[src/rtl/pll_pkg.sv]
// Shared definitions for the PLL sequencers: state encoding, default scale
// width and the helper that sizes the shared cycle counter.
package pll_pkg;

  localparam int SW_DEFAULT = 3;

  typedef enum logic [2:0] {
    ST_IDLE,
    ST_HOLD,
    ST_LOAD,
    ST_SETTLE,
    ST_CHECK,
    ST_FINISH
  } pll_state_t;

  // Smallest width that can hold the largest of three cycle counts.
  function automatic int cnt_width(input int a, input int b, input int c);
    int m;
    m = a;
    if (b > m) m = b;
    if (c > m) m = c;
    return (m < 1) ? 1 : $clog2(m + 1);
  endfunction

endpackage

[src/rtl/pll_scaler_ctrl_if.sv]
// Configuration request channel into the scaler sequencer (valid/ready).
interface pll_scaler_ctrl_if #(
  parameter int SW = pll_pkg::SW_DEFAULT
);

  logic          cfg_valid;
  logic          cfg_ready;
  logic [SW-1:0] cfg_s;
  logic          cfg_bypass;

  modport master (output cfg_valid, cfg_s, cfg_bypass, input cfg_ready);
  modport slave  (input cfg_valid, cfg_s, cfg_bypass, output cfg_ready);

endinterface

[src/rtl/pll_cyc_timer.sv]
// Loadable down-counter shared by the PLL sequencers; 'expired' marks the
// last cycle of a loaded interval (count of 1, or an idle count of 0).
module pll_cyc_timer #(
  parameter int CW = 4
) (
  input  logic          clk,
  input  logic          rst_n,
  input  logic          load,
  input  logic [CW-1:0] load_val,
  output logic          expired
);

  logic [CW-1:0] cnt;

  // Stops at zero so an un-reloaded counter never wraps into a long interval.
  always_ff @(posedge clk or negedge rst_n) begin
    if (!rst_n) begin
      cnt <= '0;
    end else if (load) begin
      cnt <= load_val;
    end else if (cnt != '0) begin
      cnt <= cnt - CW'(1);
    end
  end

  assign expired = (cnt <= CW'(1));

endmodule

[src/rtl/pll_scaler_ctrl.sv]
// Glitch-safe scaler update sequencer: force bypass, hold, load the new
// scale, optionally release bypass, settle, then confirm a scaler pulse.
module pll_scaler_ctrl
  import pll_pkg::*;
#(
  parameter int SW          = SW_DEFAULT,
  parameter int DEFAULT_S   = 3,
  parameter int BYPASS_HOLD = 4,
  parameter int SETTLE_CYC  = 8,
  parameter int TIMEOUT     = 32
) (
  input  logic              clk,
  input  logic              rst_n,
  pll_scaler_ctrl_if.slave  cfg,
  input  logic              scaled_in,
  output logic [SW-1:0]     s_out,
  output logic              bypass_out,
  output logic              busy,
  output logic              done,
  output logic              err
);

  localparam int HOLD_CYC = (BYPASS_HOLD < 1) ? 1 : BYPASS_HOLD;
  localparam int TO_CYC   = (TIMEOUT < 1) ? 1 : TIMEOUT;
  localparam int CW       = cnt_width(HOLD_CYC, SETTLE_CYC, TO_CYC);

  pll_state_t    state;
  pll_state_t    nxt;
  logic          ready_q;
  logic [SW-1:0] lat_s;
  logic          lat_bypass;
  logic          tmr_load;
  logic [CW-1:0] tmr_val;
  logic          tmr_expired;
  logic          transfer;
  logic          timeout;

  assign cfg.cfg_ready = ready_q;
  assign transfer      = (state == ST_IDLE) && cfg.cfg_valid && ready_q;
  assign timeout       = (state == ST_CHECK) && !scaled_in && tmr_expired;

  pll_cyc_timer #(.CW(CW)) u_timer (
    .clk      (clk),
    .rst_n    (rst_n),
    .load     (tmr_load),
    .load_val (tmr_val),
    .expired  (tmr_expired)
  );

  always_ff @(posedge clk or negedge rst_n) begin
    if (!rst_n) begin
      state <= ST_IDLE;
    end else begin
      state <= nxt;
    end
  end

  // The timer is reloaded on every state change with the length of the state
  // being entered, so one counter serves hold, settle and timeout.
  always_comb begin
    nxt      = state;
    tmr_load = 1'b0;
    tmr_val  = '0;
    case (state)
      ST_IDLE:   if (transfer) nxt = ST_HOLD;
      ST_HOLD:   if (tmr_expired) nxt = ST_LOAD;
      ST_LOAD: begin
        if (lat_bypass)           nxt = ST_FINISH;
        else if (SETTLE_CYC == 0) nxt = ST_CHECK;
        else                      nxt = ST_SETTLE;
      end
      ST_SETTLE: if (tmr_expired) nxt = ST_CHECK;
      ST_CHECK:  if (scaled_in || tmr_expired) nxt = ST_FINISH;
      ST_FINISH: nxt = ST_IDLE;
      default:   nxt = ST_IDLE;
    endcase
    if (nxt != state) begin
      tmr_load = 1'b1;
      case (nxt)
        ST_HOLD:   tmr_val = CW'(HOLD_CYC);
        ST_SETTLE: tmr_val = CW'(SETTLE_CYC);
        ST_CHECK:  tmr_val = CW'(TO_CYC);
        default:   tmr_val = '0;
      endcase
    end
  end

  // On a timeout the scaler is parked in bypass but keeps the new factor.
  always_ff @(posedge clk or negedge rst_n) begin
    if (!rst_n) begin
      s_out      <= SW'(DEFAULT_S);
      bypass_out <= 1'b1;
      ready_q    <= 1'b1;
      busy       <= 1'b0;
      done       <= 1'b0;
      err        <= 1'b0;
      lat_s      <= '0;
      lat_bypass <= 1'b0;
    end else begin
      ready_q <= (nxt == ST_IDLE);
      busy    <= (nxt != ST_IDLE);
      done    <= (nxt == ST_FINISH);
      if (transfer) begin
        lat_s      <= cfg.cfg_s;
        lat_bypass <= cfg.cfg_bypass;
        err        <= 1'b0;
        bypass_out <= 1'b1;
      end
      if (state == ST_LOAD) begin
        s_out <= lat_s;
        if (!lat_bypass) bypass_out <= 1'b0;
      end
      if (timeout) begin
        err        <= 1'b1;
        bypass_out <= 1'b1;
      end
    end
  end

endmodule
[src/flat_wrapper.sv]
// flat-port wrapper written by rule: the top's interface ports become plain ports
module pll_scaler_ctrl_flat import pll_pkg::*;
#(
  parameter int SW          = SW_DEFAULT,
  parameter int DEFAULT_S   = 3,
  parameter int BYPASS_HOLD = 4,
  parameter int SETTLE_CYC  = 8,
  parameter int TIMEOUT     = 32
)
  (clk, rst_n, scaled_in, s_out, bypass_out, busy, done, err, cfg_cfg_valid, cfg_cfg_s, cfg_cfg_bypass, cfg_cfg_ready);
  pll_scaler_ctrl_if #(.SW(SW)) cfg_i ();
  input  logic clk;
  input  logic rst_n;
  input  logic scaled_in;
  output logic [SW-1:0] s_out;
  output logic bypass_out;
  output logic busy;
  output logic done;
  output logic err;
  input wire logic [$bits(cfg_i.cfg_valid)-1:0] cfg_cfg_valid;
  input wire logic [$bits(cfg_i.cfg_s)-1:0] cfg_cfg_s;
  input wire logic [$bits(cfg_i.cfg_bypass)-1:0] cfg_cfg_bypass;
  output wire logic [$bits(cfg_i.cfg_ready)-1:0] cfg_cfg_ready;
  assign cfg_i.cfg_valid = cfg_cfg_valid;
  assign cfg_i.cfg_s = cfg_cfg_s;
  assign cfg_i.cfg_bypass = cfg_cfg_bypass;
  assign cfg_cfg_ready = cfg_i.cfg_ready;
  pll_scaler_ctrl #(.SW(SW), .DEFAULT_S(DEFAULT_S), .BYPASS_HOLD(BYPASS_HOLD), .SETTLE_CYC(SETTLE_CYC), .TIMEOUT(TIMEOUT)) u_core (.clk(clk), .rst_n(rst_n), .cfg(cfg_i), .scaled_in(scaled_in), .s_out(s_out), .bypass_out(bypass_out), .busy(busy), .done(done), .err(err));
endmodule
[config.mk]
export PLATFORM = sky130hd
export DESIGN_NAME = pll_scaler_ctrl_flat
export DESIGN_NICKNAME = d
export VERILOG_FILES = /design/src/rtl/pll_pkg.sv /design/src/rtl/pll_scaler_ctrl_if.sv /design/src/rtl/pll_cyc_timer.sv /design/src/rtl/pll_scaler_ctrl.sv /design/src/flat_wrapper.sv
export SDC_FILE = /design/constraint.sdc
export NUM_CORES = 1
export LEC_CHECK = 0
export CAP_MARGIN = 0
export CORE_AREA = 2 2 51 53
export CTS_CLUSTER_DIAMETER = 150
export DETAILED_ROUTE_END_ITERATION = 8
export DIE_AREA = 0 0 53 55
export PLACE_DENSITY = 0.8
export SYNTH_ARGS = -nofsm -noshare
export SYNTH_HDL_FRONTEND = slang
export SYNTH_SLANG_ARGS = --single-unit
export TNS_END_PERCENT = 5
[constraint.sdc]
create_clock -name clk -period 1.8 [get_ports clk]
set_clock_uncertainty 0.15 [all_clocks]
set_input_delay 0.36 -clock clk [delete_from_list [all_inputs] [get_ports clk]]
set_output_delay 0.36 -clock clk [all_outputs]
set_load 0.01 [all_outputs]
==> results.md, run 1 <==
- Die Height: 55 um
- Synthesis Warnings: 0
- Root Driver: clkbuf_4
- DR iter-0 viols: 14
- Antenna-violating nets left: 0
- GRT overflow: 0
- Fraction of registers with async set/reset: 100%
- Longest Clk Path Bufs: 2
- Area grow syn2layout: 40.0%
- Wire per inst: 13.7 um
- Most frequent cell after synthesis: dfrtp_1
- Drt via density: 5.18
- GRT Overall Usage: 18.1%
- Worst skew pair latency: 300 ps
- Max-slew headroom: 71.4%
- Core area: 2360 um^2
- Type of the worst min-delay path: primary input to asynchronous set/reset pin
- Setup WS post-layout: -73.7 ps
- Failing checks: setup timing
- Yosys top cell area share: 40.3%
- Total wire length: 2240 um
- CTS tree: yes
- Layout cells sized above 1: 42.5%
- Hold_buf cts: 0
- Leakage: 0.655 nW
- Post-synth top cells: dfrtp_1 (17), mux2_2 (7), nor2_1 (7)
- CP endpoint kind: flip-flop
- Max_cap viols: 0
- Num CTS Buffers: 3
- Largest net degree at the start of global routing: 22
- Antenna violations before repair: 0
- # setup viols final: 2
- RR Startpoint: u_core.u_timer.cnt[2]
- Crit-path leading delay family: simple AND/OR/NAND/NOR gates
- Peak Freq: 0.534 GHz
- # port buffers: 15
- Pins Over Slew Limit: 0
- Least-Margin Pin Slew: 427 ps
- Vias: 850
- Number of synthesized flops with an enable pin: 0
- Final Cycle Share: 104%
- Critical path class: flip-flop to flip-flop
- Initial Utilization: 44.6%
- Critical Path Source Type: flip-flop
- Ys flop type: dfrtp_1
- Number of distinct library cells after synthesis: 37
- HPWL Detailed: 1730 um
- Clock slew at reported path FFs: 110 ps
- Hold violation count in the final report: 0
- # nets final: 146
- Ports: 16
- Pwr dens: 1940 nW/um^2
- Clk sinks: 21
- Mapped cell area: 1050 um^2
- Top cells by area, synth: dfrtp_1 (40%), dfstp_2 (10%), mux2_2 (7.5%)
- Critical Path Max Stage Delay: 540 ps
- Area leader, netlist: dfrtp_1
- Std-Cell Rows: 18
- Post-Syn Nets: 106
- RSZ-0062 raised after global routing: true
- Gpl congestion: 0.916
- Worst R2R Setup Slack: -70 ps
- Yosys reg bits: 21
- Die area: 2920 um^2
- DR pass1 iterations: 4
- Place WS: -346 ps
- Slowest CP cell: or4_4
- Data arrival, critical path: 1960 ps
- Final Cell Area: 1480 um^2
- Seq/Total Area, Yosys: 50.3%
- Cell count after synthesis: 95
- R2R depth: 4
- Worst reg2reg path endpoint: u_core.u_timer.cnt[5]
- Fill cells: 210
- H-tree depth: 1
- Drc violations: 0
- Worst Path Required: 1890 ps
- Syn avg cell area: 11.1 um^2
- Cell chain of the critical path: or4_4 -> or3_1 -> a22o_1 -> a2bb2oi_2
- Post-DP Area: 1410 um^2
- Buf/Inv on CP: 0
- Die Wd: 53 um
- Fin crit period: 1870 ps
- CP max FO: 5
- N_diodes: 0
- First-pass GRT wire length: 3830 um
- Vias in the first global route: 888
- Outcome: complete, but fails checks
- Worst IR drop on VDD: 1120 uV
-- state kept, by name, summed over array words and instances, names as in the netlist --
| register | flops |
|---|---|
| u_core.bypass_out | 1 |
| u_core.state | 3 |
| u_core.s_out | 3 |
| u_core.lat_bypass | 1 |
| u_core.done | 1 |
| u_core.lat_s | 3 |
| u_core.cfg.cfg_ready | 1 |
| u_core.err | 1 |
| u_core.busy | 1 |
| u_core.u_timer.cnt | 6 |
-- stage by stage --
stage	instances	power [mW]	setup TNS, ps	utilization [%]	hold WS [ps]
global route	164	3.08	-371	62.4	244
detailed placement	159	2.54	-1890	59.4	343
global placement	159	2.47	-1400	59.4	336
floorplan	95	1.84	-21.9	-	-85.6
CTS	163	2.78	-185	60.6	238
finish	164	2.86	-74.9	62.4	237
-- worst max-delay path by stage --
stage                                startpoint                    end  slack (ps)  depth (start not counted)
after floorplan           u_core.u_timer.cnt[0]            u_core.done         -20                          6
after global placement                scaled_in  u_core.u_timer.cnt[2]        -280                          5
after detailed placement              scaled_in  u_core.u_timer.cnt[2]        -350                          5
after CTS                 u_core.u_timer.cnt[2]  u_core.u_timer.cnt[5]         -60                          4
after global routing      u_core.u_timer.cnt[2]  u_core.u_timer.cnt[5]         -90                          4
final                     u_core.u_timer.cnt[2]  u_core.u_timer.cnt[5]         -70                          4
-- layer usage --
metal | GRT usage [%] | vias up | part of all wire, %
met2 | 31.5 | 18 | 51
met1 | 23.9 | 413 | 46
met3 | 1.61 | 2 | 2.9
li1 | - | 417 | -
met4 | 6.41 | 0 | 0.27
met5 | 0 | - | 0
-- kinds of logic (layout without fill, tap and decap cells) --
group | count (synthesis) | after routing | share of synthesized area, %
and+or+nand+nor | 32 | 32 | 18.7
DFF | 21 | 21 | 50.3
AOI/OAI and AO/OA | 20 | 20 | 13.4
buffers and inverters | 9 | 48 | 4.03
muxes | 7 | 7 | 7.47
adders and majority gates | 3 | 3 | 3.56
xor gates and xnor gates | 3 | 3 | 2.49
-- report_power, final --
| group | leakage [nW] | switching [mW] | internal, mW | total (mW) |
|---|---|---|---|---|
| logic | 0.386 | 0.780 | 0.991 | 1.77 |
| clock network | 0.0150 | 0.133 | 0.0863 | 0.220 |
| registers | 0.254 | 0.149 | 0.722 | 0.871 |
-- final cells by class --
type	count	area, um^2	area share (%)
clock buffers	4	26.3	1.78
repair buffers	39	325	22.0
flip-flops and latches	21	532	36.0
well taps	30	37.5	2.54
multi-input cells	65	537	36.4
inverters	5	18.8	1.27
-- cells in the final DEF, fill, tap and decap left out, drive strengths merged, types with 4 or more instances in the layout --
master	synthesis	final
buf	2	24
dfrtp	17	17
clkdlybuf4s50	0	11
mux2	7	7
nor2	7	7
nand2	6	6
inv	5	5
dlygate4sd2	0	4
dfstp	4	4
clkbuf	2	4
o21ai	4	4
-- what timing repair did --
item,CTS,global route
endpoints found under the setup margin,12,9
setup buffers,0,1
pin swaps,2,1
gates resized for setup,9,9
(Power assumes the default switching activity.)
==> run 2: changes to the inputs <==
CAP_MARGIN = 40   (was 0)
CORE_AREA = 2 2 50 52   (was 2 2 51 53)
CTS_BUF_LIST = sky130_fd_sc_hd__clkbuf_4   (was not set)
DIE_AREA = 0 0 52 54   (was 0 0 53 55)
PLACE_DENSITY = 0.82   (was 0.8)
==> run 2 against run 1 <==
Net effect:
- the run still ends with setup timing left
- flip-flop and latch count did not move
- worst hold slack lost 3.3 ps
- sequential power rose by 2%
- register-to-register slack better by 40 ps
- worst setup slack better by 38 ps
- via count rose by 4.9%
- die area fell by 3.7%
- non-clock buffer count rose by 1
- routed wire length is 14% higher
- first-iteration DRC count unchanged
- critical endpoint unchanged
==> results.md, run 2 (synthesis results as in run 1) <==
- Peak Freq: 0.545 GHz (was 0.534 GHz)
- First-pass GRT wire length: 4010 um (was 3830 um)
- Pins Over Slew Limit: 0 (unchanged)
- Most common cell after layout, fill and taps aside: buf_4 (unchanged)
- GRT overflow: 0 (unchanged)
- # setup viols final: 3 (was 2)
- Slowest CP cell: or4_4 (unchanged)
- R2R depth: 4 (unchanged)
- Hold violation count in the final report: 0 (unchanged)
- Most flops, register: u_core.u_timer.cnt (unchanged)
- CTS tree: yes (unchanged)
- Antenna-violating nets left: 0 (unchanged)
- Cells after DPL: 159 (unchanged)
- DR iter-0 viols: 14 (unchanged)
- Initial Utilization: 45.5% (was 44.6%)
- Type of the worst min-delay path: primary input to asynchronous set/reset pin (unchanged)
- CP endpoint kind: flip-flop (unchanged)
- Outcome: complete, but fails checks (unchanged)
- Post-DP Area: 1410 um^2 (unchanged)
- Num CTS Buffers: 3 (unchanged)
- Vias: 892 (was 850)
- Gpl congestion: 0.924 (was 0.916)
- Die Wd: 52 um (was 53 um)
- Core area: 2320 um^2 (was 2360 um^2)
- Fin crit period: 1840 ps (was 1870 ps)
- Std-Cell Rows: 18 (unchanged)
- Final core utilization: 64.7% (was 62.4%)
- GRT Overall Usage: 19.8% (was 18.1%)
- Failing checks: setup timing (unchanged)
- Wire per inst: 15.5 um (was 13.7 um)
- Least-Margin Pin Slew: 314 ps (was 427 ps)
- N_diodes: 0 (unchanged)
- Total wire length: 2560 um (was 2240 um)
- Worst R2R Setup Slack: -40 ps (was -70 ps)
- Leakage: 0.666 nW (was 0.655 nW)
- Largest net degree at the start of global routing: 22 (unchanged)
- Longest Clk Path Bufs: 2 (unchanged)
- Most frequent cells in the layout: buf_4 (24), dfrtp_1 (16), clkdlybuf4s50_1 (11) (unchanged)
- DR pass1 iterations: 4 (unchanged)
- Final Cell Area: 1500 um^2 (was 1480 um^2)
- Critical Path Source Type: flip-flop (unchanged)
- Vias in the first global route: 906 (was 888)
- # nets final: 147 (was 146)
- Non-filler cells, final: 165 (was 164)
- H-tree depth: 1 (unchanged)
- Critical path class: flip-flop to flip-flop (unchanged)
- Worst Path Required: 1890 ps (about the same)
- RSZ-0062 raised after global routing: true (unchanged)
- Clock slew at reported path FFs: 110 ps (about the same)
- Final Cycle Share: 102% (was 104%)
- Max_cap viols: 0 (unchanged)
- Worst IR drop on VDD: 1090 uV (was 1120 uV)
- Data arrival, critical path: 1920 ps (was 1960 ps)
- Cell chain of the critical path: or4_4 -> or3_4 -> a22o_1 -> a2bb2oi_2 (was or4_4 -> or3_1 -> a22o_1 -> a2bb2oi_2)
- Pwr dens: 1960 nW/um^2 (was 1940 nW/um^2)
- Die Height: 54 um (was 55 um)
- Drt via density: 5.41 (was 5.18)
- CP max FO: 3 (was 5)
- Max-slew headroom: 79.0% (was 71.4%)
- Setup WS post-layout: -36.1 ps (was -73.7 ps)
- Worst skew pair latency: 300 ps (about the same)
- Number of flip-flops in the largest register: 6 (unchanged)
- # port buffers: 15 (unchanged)
- Drc violations: 0 (unchanged)
- Pwr Total: 2.95 mW (was 2.86 mW)
- Ports: 16 (unchanged)
- Root Driver: clkbuf_4 (unchanged)
- HPWL Detailed: 1910 um (was 1730 um)
- Area grow syn2layout: 42.2% (was 40.0%)
- Hold_buf cts: 0 (unchanged)
- Antenna violations before repair: 0 (unchanged)
- Place WS: -368 ps (was -346 ps)
- Die area: 2810 um^2 (was 2920 um^2)
- Layout cells sized above 1: 45.2% (was 42.5%)
- Clk sinks: 21 (unchanged)
- Critical Path Max Stage Delay: 550 ps (was 540 ps)
run 2: through the flow:
stage	TNS (ps)	hold WS, ps
2_1_floorplan	-21.9	-85.6
3_3_place_gp	-1830	334
6_report	-68.7	234
4_1_cts	-45.9	239
3_5_place_dp	-2440	349
5_1_grt	-295	243
run 2: final cells by class:
type,count,area (um^2)
Clock buffer,4,30.0
Fill cell,193,820
Inverter,5,18.8
Multi-Input combinational cell,65,546
Sequential cell,21,532
Tap cell,30,37.5
Timing Repair Buffer,40,337
run 2: repair_timing:
item,4_1_cts,5_1_grt
gates cloned,0,0
pin swaps,3,1
resized for setup,14,9
endpoints found under the setup margin,11,12
setup buffers,0,2
run 2: worst max-delay path, delay by kind of cell (launching register included):
| family | cells | cell delay (ps) |
|---|---|---|
| AND/OR/NAND/NOR | 2 | 900 |
| flip-flops | 1 | 420 |
| AO/OA/AOI/OAI | 2 | 320 |
run 2: worst paths after layout:
| check | from | to |
|---|---|---|
| worst min register to register | u_core.s_out[2] | u_core.s_out[2] |
| worst min-delay path | rst_n | u_core.state[1] |
| min in group clk | u_core.s_out[2] | u_core.s_out[2] |
| worst max register to register | u_core.u_timer.cnt[2] | u_core.u_timer.cnt[5] |
| max in group asynchronous | rst_n | u_core.bypass_out |
| worst max-delay path | u_core.u_timer.cnt[2] | u_core.u_timer.cnt[5] |
run 2: power by group:
part / internal (mW) / switching (mW)
combinational: 1.01 / 0.816
sequential: 0.722 / 0.164
clock: 0.101 / 0.138
total: 1.83 / 1.12
run 2: per-layer routing:
layer  GRT usage (%)  vias to the layer above  part of all wire, %
li1                -                      422                    -
met1            23.6                      449                   42
met2            35.7                       17                   54
met3            2.22                        4                  2.4
met4            9.65                        0                  1.3
met5               0                        -                    0
